==> src/rtl/dmem_bridge.sv <==
// dmem_bridge: single-outstanding bridge from the mem-stage request/response handshake to a Wishbone master port.
module dmem_bridge #(
   parameter int TIMEOUT = 255
) (
   input  logic        clk,
   input  logic        rst,
   input  logic        req_valid,
   output logic        req_ready,
   input  logic [31:0] req_a,
   input  logic        req_we,
   input  logic [3:0]  req_be,
   input  logic [31:0] req_d,
   output logic        resp_valid,
   input  logic        resp_ready,
   output logic [31:0] resp_data,
   output logic        err,
   output logic        wb_cyc_o,
   output logic        wb_stb_o,
   output logic        wb_we_o,
   output logic [31:0] wb_adr_o,
   output logic [3:0]  wb_sel_o,
   output logic [31:0] wb_dat_o,
   input  logic [31:0] wb_dat_i,
   input  logic        wb_ack_i,
   input  logic        wb_err_i
);
   localparam int CW = $clog2(TIMEOUT + 1);
   localparam logic [CW-1:0] LAST = CW'(TIMEOUT - 1);
   typedef enum logic [1:0] {IDLE, BUS, RESP} state_t;
   state_t        state;
   logic [31:0]   a_q, d_q;
   logic [3:0]    be_q;
   logic          we_q;
   logic [CW-1:0] cnt;
   assign req_ready  = state == IDLE;
   assign wb_cyc_o   = state == BUS;
   assign wb_stb_o   = state == BUS;
   assign resp_valid = state == RESP;
   assign wb_adr_o   = a_q;
   assign wb_we_o    = we_q;
   assign wb_sel_o   = we_q ? be_q : 4'hF;
   assign wb_dat_o   = d_q;
   always_ff @(posedge clk or posedge rst) begin
      if (rst) begin
         state     <= IDLE;
         a_q       <= '0;
         d_q       <= '0;
         be_q      <= '0;
         we_q      <= 1'b0;
         cnt       <= '0;
         resp_data <= '0;
         err       <= 1'b0;
      end else begin
         case (state)
            IDLE: if (req_valid) begin
               a_q       <= req_a;
               d_q       <= req_d;
               be_q      <= req_be;
               we_q      <= req_we;
               cnt       <= '0;
               resp_data <= '0;
               err       <= 1'b0;
               state     <= (req_we && req_be == 4'h0) ? RESP : BUS;
            end
            BUS: begin
               // bus error wins over a simultaneous ack; the counter expiring ends the access as an error
               if (wb_err_i || (!wb_ack_i && cnt == LAST)) begin
                  resp_data <= '0;
                  err       <= 1'b1;
                  state     <= RESP;
               end else if (wb_ack_i) begin
                  resp_data <= we_q ? 32'h0 : wb_dat_i;
                  err       <= 1'b0;
                  state     <= RESP;
               end else begin
                  cnt <= cnt + 1'b1;
               end
            end
            RESP: if (resp_ready) begin
               err   <= 1'b0;
               state <= IDLE;
            end
            default: state <= IDLE;
         endcase
      end
   end
endmodule

==> config.mk <==
export PLATFORM = sky130hd
export DESIGN_NAME = dmem_bridge
export DESIGN_NICKNAME = d
export VERILOG_FILES = /design/src/rtl/dmem_bridge.sv
export SDC_FILE = /design/constraint.sdc
export NUM_CORES = 1
export LEC_CHECK = 0
export ABC_AREA = 1
export ABC_CLOCK_PERIOD_IN_PS = 4600
export BUFFER_PORTS_ARGS = -buffer_cell sky130_fd_sc_hd__buf_2
export CORE_UTILIZATION = 25
export CTS_CLUSTER_DIAMETER = 200
export DETAILED_ROUTE_END_ITERATION = 10
export GPL_TIMING_DRIVEN = 1
export PLACE_DENSITY_LB_ADDON = 0.3
export SYNTH_ARGS = -nofsm -noshare
export SYNTH_HDL_FRONTEND = slang
export SYNTH_SLANG_ARGS = --single-unit
==> constraint.sdc <==
create_clock -name clk -period 4.6 [get_ports clk]
set_input_delay 0.92 -clock clk [delete_from_list [all_inputs] [get_ports clk]]
set_output_delay 0.92 -clock clk [all_outputs]
set_load 0.01 [all_outputs]
-- Yosys cells after proc, flatten, opt, wreduce, memory -nomap -nowiden
Cells that the tools add are included.
- bits in registers: 112
- logic and storage cells: 51
- input port bits: 107
- equality and inequality tests: 8
- multiplexer cells: 21
- reduce and logical (&&, ||, !) cells: 13
- add/sub/neg operators: 1
- operators by type and width (operator ; number):
    $mux 32 ; 4
    $pmux 32 s2 ; 1
    $mux 8 ; 3
    $pmux 8 s2 ; 1
    $mux 2 ; 5
    $add 8x1->8 const B ; 1
    $eq 8x8->1 const B ; 1
    $reduce_and 4->1 ; 2
    $ne 2x2->1 const B ; 3
    $pmux 2 s3 ; 1
    $reduce_and 3->1 ; 2
    $logic_not 4->1 ; 1
    $mux 1 ; 4
    $mux 4 ; 1
    $ne 3x1->1 const B ; 1
    $pmux 1 s3 ; 1
    $reduce_bool 3->1 ; 1
    $eq 2x1->1 const B ; 1
    $eq 2x2->1 const B ; 1
    $logic_and 1x1->1 ; 2
    $logic_not 2->1 ; 1
    $ne 2x1->1 const B ; 1
    $reduce_and 2->1 ; 1
    $reduce_bool 2->1 ; 1
    other kinds (2) ; 2

-- Depth between registers and ports, before layout
Gate-level depths: netlist of run 1.
- word-level depth: 5
- gate-level depth with buffers: 10
- depth with buffers taken out: 10

-- Worst setup path before layout of run 1
Ideal clock, no wire load.
- kind: input -> register
- from: input wb_ack_i
- to: register resp_data[30]
- arrival time: 1.663 ns
- stages: 9
- setup slack: 2.818 ns
- setup time: 0.119 ns
- path through: inv_1 > nand2_1 > nor2_1 > nand2_2 > nand3_4 > nand2_4 > buf_6 > nand2_1 > o21ai_2
- cells in the longest elaborated chain, start to end: 5
- RTL lines (item ; RTL line ; source):
    start, declared ; 24 ; input logic wb_ack_i,
    $logic_not 1->1 ; 67 ; if (wb_err_i || (!wb_ack_i && cnt == LAST)) begin
    $logic_and 1x1->1 ; 67 ;
    $logic_or 1x1->1 ; 67 ;
    $ne 3x1->1 (no line) / $mux 32 (equally long branches) ; - ;
    $reduce_and 3->1 (no line) / $pmux 32 s2 (equally long branches) ; - ;
    end signal, assigned ; 72 ; resp_data <= we_q ? 32'h0 : wb_dat_i;
    end, declared ; 15 ; output logic [31:0] resp_data,
Parallel ways exist; a longest one is shown, timed or not.
A chain may end at the register's enable or synchronous reset.

-- Worst setup path in the final report of run 1
Ends and elaborated chain as after synthesis.

==> results.json, run 1 <==
{
  "outcome": "finished clean",
  "grt_start_max_net_pins": 68,
  "min_period_over_period": 0.570,
  "place_congestion": 0.833,
  "hold_path_depth": 2,
  "hold_ws_ns": 0.478,
  "remaining_drc_errors": 0,
  "first_iter_violations": 124,
  "cts_buffers": 9,
  "routedWlPerCell_um": 14.3,
  "rsz0062_at_grt": "no",
  "holdBufCountCts": 0,
  "cts_setup_buffers": 0,
  "cts_root_buffer": "clkbuf_16",
  "drive_gt1_frac": 0.614,
  "slew_violations": 0,
  "fmax_ghz": 0.381,
  "die_w_um": 145,
  "synth_cells": 397,
  "cp.required_ns": 4.87,
  "initial_core_util": 0.259,
  "fin_nets": 710,
  "fillers": 1971,
  "netlist_area_um2": 5110,
  "synth_cell_types": 29,
  "tns_ns": 0,
  "tightestPinTransition_ns": 1.03,
  "grt_pass1_wl_um": 20500,
  "ios": 213,
  "grt_pass1_vias": 3926,
  "cts.sink_count": 112,
  "power.leakage_nw": 3.43,
  "cp-end-kind": "flip-flop",
  "track_usage": 0.122,
  "grt_antenna_before_repair": 0,
  "r2r_cells": 9,
  "final_cell_mix": "212 x buf_2, 112 x dfrtp_1, 52 x mux2_4, 45 x nand2_1, 33 x nand4_1",
  "max_stage_delay_ns": 0.73,
  "cp_cell_sequence": "buf_2, inv_1, nand2_1, nor2_1, nand2_2, nand3_4, nand2_4, nand2_1, o21ai_2",
  "crit_path_frequent_cell": "nand2_1",
  "drv_cap": 0,
  "area_growth_syn_to_layout_pct": 29.4,
  "ys_seq_area_frac": 0.549,
  "start_kind": "input port",
  "ir_drop_mv": 0.336,
  "num_rows": 51,
  "ys.flop_type": "dfrtp_1",
  "hpwl_um": 8880,
  "synth-edff-count": 0,
  "cts-resized-gates": 0,
  "clk_pin_slew_ns": 0.08,
  "min_period_ns": 2.62,
  "syn-num-nets": 506,
  "fin_skew_ns": 0.00544,
  "cts_buffer_depth": 2,
  "die_area_um2": 21000,
  "ys_ff_latch": 112,
  "drtPass1Iterations": 4,
  "layout_commonest_cell": "buf_2",
  "min_path_type": "reg2reg",
  "cts_max_level": 3,
  "postRouteAntennaNets": 0,
  "num_vias": 3682,
  "crit_type": "in2reg",
  "syn_avg_cell_area_um2": 12.9,
  "antenna_cells": 0,
  "wl_um": 12400,
  "finalHoldViolCount": 0,
  "grt-ovfl-total": 0,
  "relSlewSlack": 0.311,
  "setup-violations-final": 0,
  "clk_latency_ns": 0.35,
  "async_reset_ff_frac": 1.00,
  "crit_arrival_ns": 2.89,
  "routed_via_density": 4.23,
  "p_per_area_nw_per_um2": 604,
  "coreArea_um2": 19700,
  "cp_slowest_cell": "nand2_4",
  "cp_max_fo": 64,
  "port-buffer-count": 212,
  "yosys_warnings": 0,
  "die_h_um": 145,
  "tritoncts": "done",
  "rrSetupSlack_ns": 2.03
}
-- synthesized netlist by cell type (2+ instances only) --
cell,instances,share of area
mux2_4,52,0.15
buf_2,7,0.0069
buf_8,5,0.015
nand3_1,6,0.0059
o21ai_2,32,0.055
dfrtp_1,112,0.55
mux2_2,13,0.029
inv_2,3,0.0022
nand2_1,45,0.033
or2_2,2,0.0024
nor2_2,3,0.0037
xor2_1,2,0.0034
nor2_1,10,0.0073
a21oi_1,5,0.0049
ha_1,2,0.0049
xnor2_1,3,0.0051
nand4_1,33,0.040
buf_6,8,0.018
clkbuf_1,3,0.0022
inv_1,12,0.0088
nand2_2,31,0.038
-- worst paths after layout --
path | startpoint | endpoint
max | wb_ack_i | resp_data[30]
min | err | err
max reg2reg | cnt[0] | resp_data[30]
min reg2reg | err | err
max in group asynchronous | rst | wb_adr_o[16]
min in group asynchronous | rst | wb_adr_o[17]
-- where the power goes --
group	leakage [nW]	switching, mW	internal [mW]
registers	1.40	0.207	1.35
clock network	0.139	0.375	0.377
logic	1.89	0.856	0.832
total	3.43	1.44	2.56
-- sequential cells by signal, summed over array words and instances (netlist names) --
register   cells
be_q           4
cnt            8
err            1
resp_data     32
state          2
wb_adr_o      32
wb_dat_o      32
wb_we_o        1
-- through the flow --
stage	cell area, um2	power (mW)	setup WS (ns)	utilization	instances
3_5_place_dp	6330	3.28	1.52	0.321	855
5_1_grt	6610	4.25	1.68	0.335	871
6_report	6610	3.99	1.98	0.335	871
3_3_place_gp	6330	3.24	1.65	0.321	855
2_1_floorplan	5110	2.78	0.721	-	397
4_1_cts	6610	4.07	1.97	0.335	871
-- cell families after synthesis --
kind of cell    Yosys count  synth area share
mux                      65             0.181
buf+inv                  40            0.0546
flops                   112             0.549
xor+xnor                  5           0.00857
compound gates           39            0.0622
simple gates            134             0.140
fa+ha+maj                 2           0.00490
-- layout make-up --
class | count | area (um2) | share of cell area
Clock inverter | 6 | 55.1 | 0.00833
Sequential cell | 112 | 2800 | 0.424
Tap cell | 265 | 332 | 0.0502
Inverter | 16 | 62.6 | 0.00946
Multi-Input combinational cell | 245 | 2030 | 0.307
Timing Repair Buffer | 217 | 1100 | 0.166
Clock buffer | 10 | 229 | 0.0346
-- layer usage --
| metal | part of all wire | global-route usage |
|---|---|---|
| met4 | 0.012 | 0.0388 |
| met2 | 0.51 | 0.213 |
| met3 | 0.050 | 0.0308 |
| met5 | 0 | 0 |
| met1 | 0.43 | 0.146 |
-- critical path: cells and delay by family --
| family | cells | cell delay [ns] |
|---|---|---|
| simple gates | 6 | 1.66 |
| compound gates | 1 | 0.09 |
| buf+inv | 2 | 0.15 |
(Power assumes the default switching activity.)
==> run 2: changes to the inputs <==
--- a/config.mk
+++ b/config.mk
@@ -6,7 +6,7 @@
 export NUM_CORES = 1
 export LEC_CHECK = 0
 export ABC_AREA = 1
-export ABC_CLOCK_PERIOD_IN_PS = 4600
+export ABC_CLOCK_PERIOD_IN_PS = 2500
 export BUFFER_PORTS_ARGS = -buffer_cell sky130_fd_sc_hd__buf_2
 export CORE_UTILIZATION = 25
 export CTS_CLUSTER_DIAMETER = 200
==> constraint.sdc (replaced) <==
create_clock -name clk -period 2.5 [get_ports clk]
set_input_delay 0.5 -clock clk [delete_from_list [all_inputs] [get_ports clk]]
set_output_delay 0.5 -clock clk [all_outputs]
set_load 0.01 [all_outputs]
==> run 2 against run 1 <==
  * Cell area grew 1.6%
  * Count of clock-buffer cells in the layout stayed put
  * Sequential power increased by 85%
  * Core utilization up 0.53 points
  * Setup slack lost 1.3 ns
  * Cell count rose by 0.69%
  * Power is 87% higher
  * Routed wire length increased by 1.2%
  * Critical path type is now reg2out
  * Critical endpoint is now wb_sel_o[3]
==> results.json, run 2 (synthesis gave the netlist of run 1 again) <==
{
  "outcome": "finished clean",
  "cts_setup_buffers": 0,
  "final_util": 0.341,
  "clk_latency_ns": 0.35,
  "cts_max_level": 3,
  "die_area_um2": 21000,
  "start_kind": "flip-flop",
  "fin_nets": 715,
  "finalHoldViolCount": 0,
  "cp.required_ns": 2.00,
  "cp_cell_sequence": "inv_1, or2_2, buf_2",
  "max_stage_delay_ns": 0.50,
  "cts.sink_count": 112,
  "crit_type": "reg2out",
  "wl_um": 12600,
  "num_vias": 3738,
  "cts-resized-gates": 0,
  "num_rows": 51,
  "min_path_type": "in2async",
  "drtPass1Iterations": 4,
  "slew_violations": 0,
  "grt_pass1_vias": 4020,
  "fin_skew_ns": 0.00455,
  "met3_usage": 0.0292,
  "p_per_area_nw_per_um2": 1110,
  "cp_max_fo": 6,
  "crit_arrival_ns": 1.35,
  "grt_antenna_before_repair": 1,
  "holdBufCountCts": 0,
  "routed_via_density": 4.26,
  "tns_ns": 0,
  "port-buffer-count": 212,
  "power.leakage_nw": 3.47,
  "tightestPinTransition_ns": 0.419,
  "die_h_um": 145,
  "setup-violations-final": 0,
  "fmax_ghz": 0.541,
  "relSlewSlack": 0.720,
  "remaining_drc_errors": 0,
  "place_congestion": 0.762,
  "grt.met1_usage": 0.154,
  "ios": 213,
  "busiest_layer": "met2",
  "min_period_ns": 1.85,
  "coreArea_um2": 19700,
  "cp_slowest_cell": "dfrtp_1",
  "first_iter_violations": 121,
  "initial_core_util": 0.259,
  "grt_start_max_net_pins": 53,
  "ir_drop_mv": 0.365,
  "drv_cap": 0,
  "postRouteAntennaNets": 0,
  "tritoncts": "done",
  "layout_commonest_cell": "buf_2",
  "met2_usage": 0.212,
  "hpwl_um": 9150,
  "grt-ovfl-total": 0,
  "rsz0062_at_grt": "no",
  "drive_gt1_frac": 0.617,
  "cts_buffer_depth": 2,
  "final_cell_mix": "212 x buf_2, 112 x dfrtp_1, 52 x mux2_4, 45 x nand2_1, 33 x nand4_1",
  "clk_pin_slew_ns": 0.07,
  "cp-end-kind": "output port",
  "track_usage": 0.124,
  "routedWlPerCell_um": 14.4,
  "die_w_um": 145,
  "min_period_over_period": 0.739,
  "grt_pass1_wl_um": 20900,
  "cts_root_buffer": "clkbuf_16",
  "area_growth_syn_to_layout_pct": 31.4,
  "cts_buffers": 9
}
-- run 2: metrics by stage --
stage               cells  worst slack (ns)  total power, mW  hold slack (ns)  instance area [um2]
floorplan             397             0.643             5.11            0.471                 5110
global placement      860             0.714             6.04            0.461                 6420
detailed placement    860             0.689             6.11            0.460                 6420
CTS                   876             0.614             7.62            0.143                 6710
global route          877             0.476             7.97            0.160                 6720
finish                877             0.652             7.48            0.153                 6720
-- run 2: final cells by class --
type,count,area [um2]
clock inverters,6,67.6
fillers,1985,13000
flip-flops and latches,112,2800
multi-input cells,245,2030
inverters,16,63.8
diodes,1,2.50
well taps,265,332
repair buffers,222,1190
clock buffers,10,229
-- run 2: power by group --
group          switching (mW)  internal (mW)
Combinational            1.59           1.58
Clock                   0.662          0.782
Sequential              0.386           2.48
-- run 2: layer usage --
metal,up-vias,part of all wire
met5,-,0
met1,1832,0.43
met3,14,0.052
met2,123,0.50
li1,1769,-
met4,0,0.014
-- run 2: critical path: cells and delay by family (launching register included) --
kind / cells / cell delay [ns]
flops: 1 / 0.50
buf+inv: 2 / 0.23
simple gates: 1 / 0.28
-- run 2: path summary, 6_finish.rpt --
path	from	to	slack, ns	depth (start not counted)
setup reg to reg	cnt[0]	cnt[6]	0.72	11
hold / removal	rst	wb_dat_o[13]	0.15	2
min in group clk	req_a[24]	wb_adr_o[24]	0.38	2
max in group asynchronous	rst	wb_adr_o[22]	1.73	3
setup / recovery	wb_we_o	wb_sel_o[3]	0.65	3
hold reg to reg	err	err	0.48	2
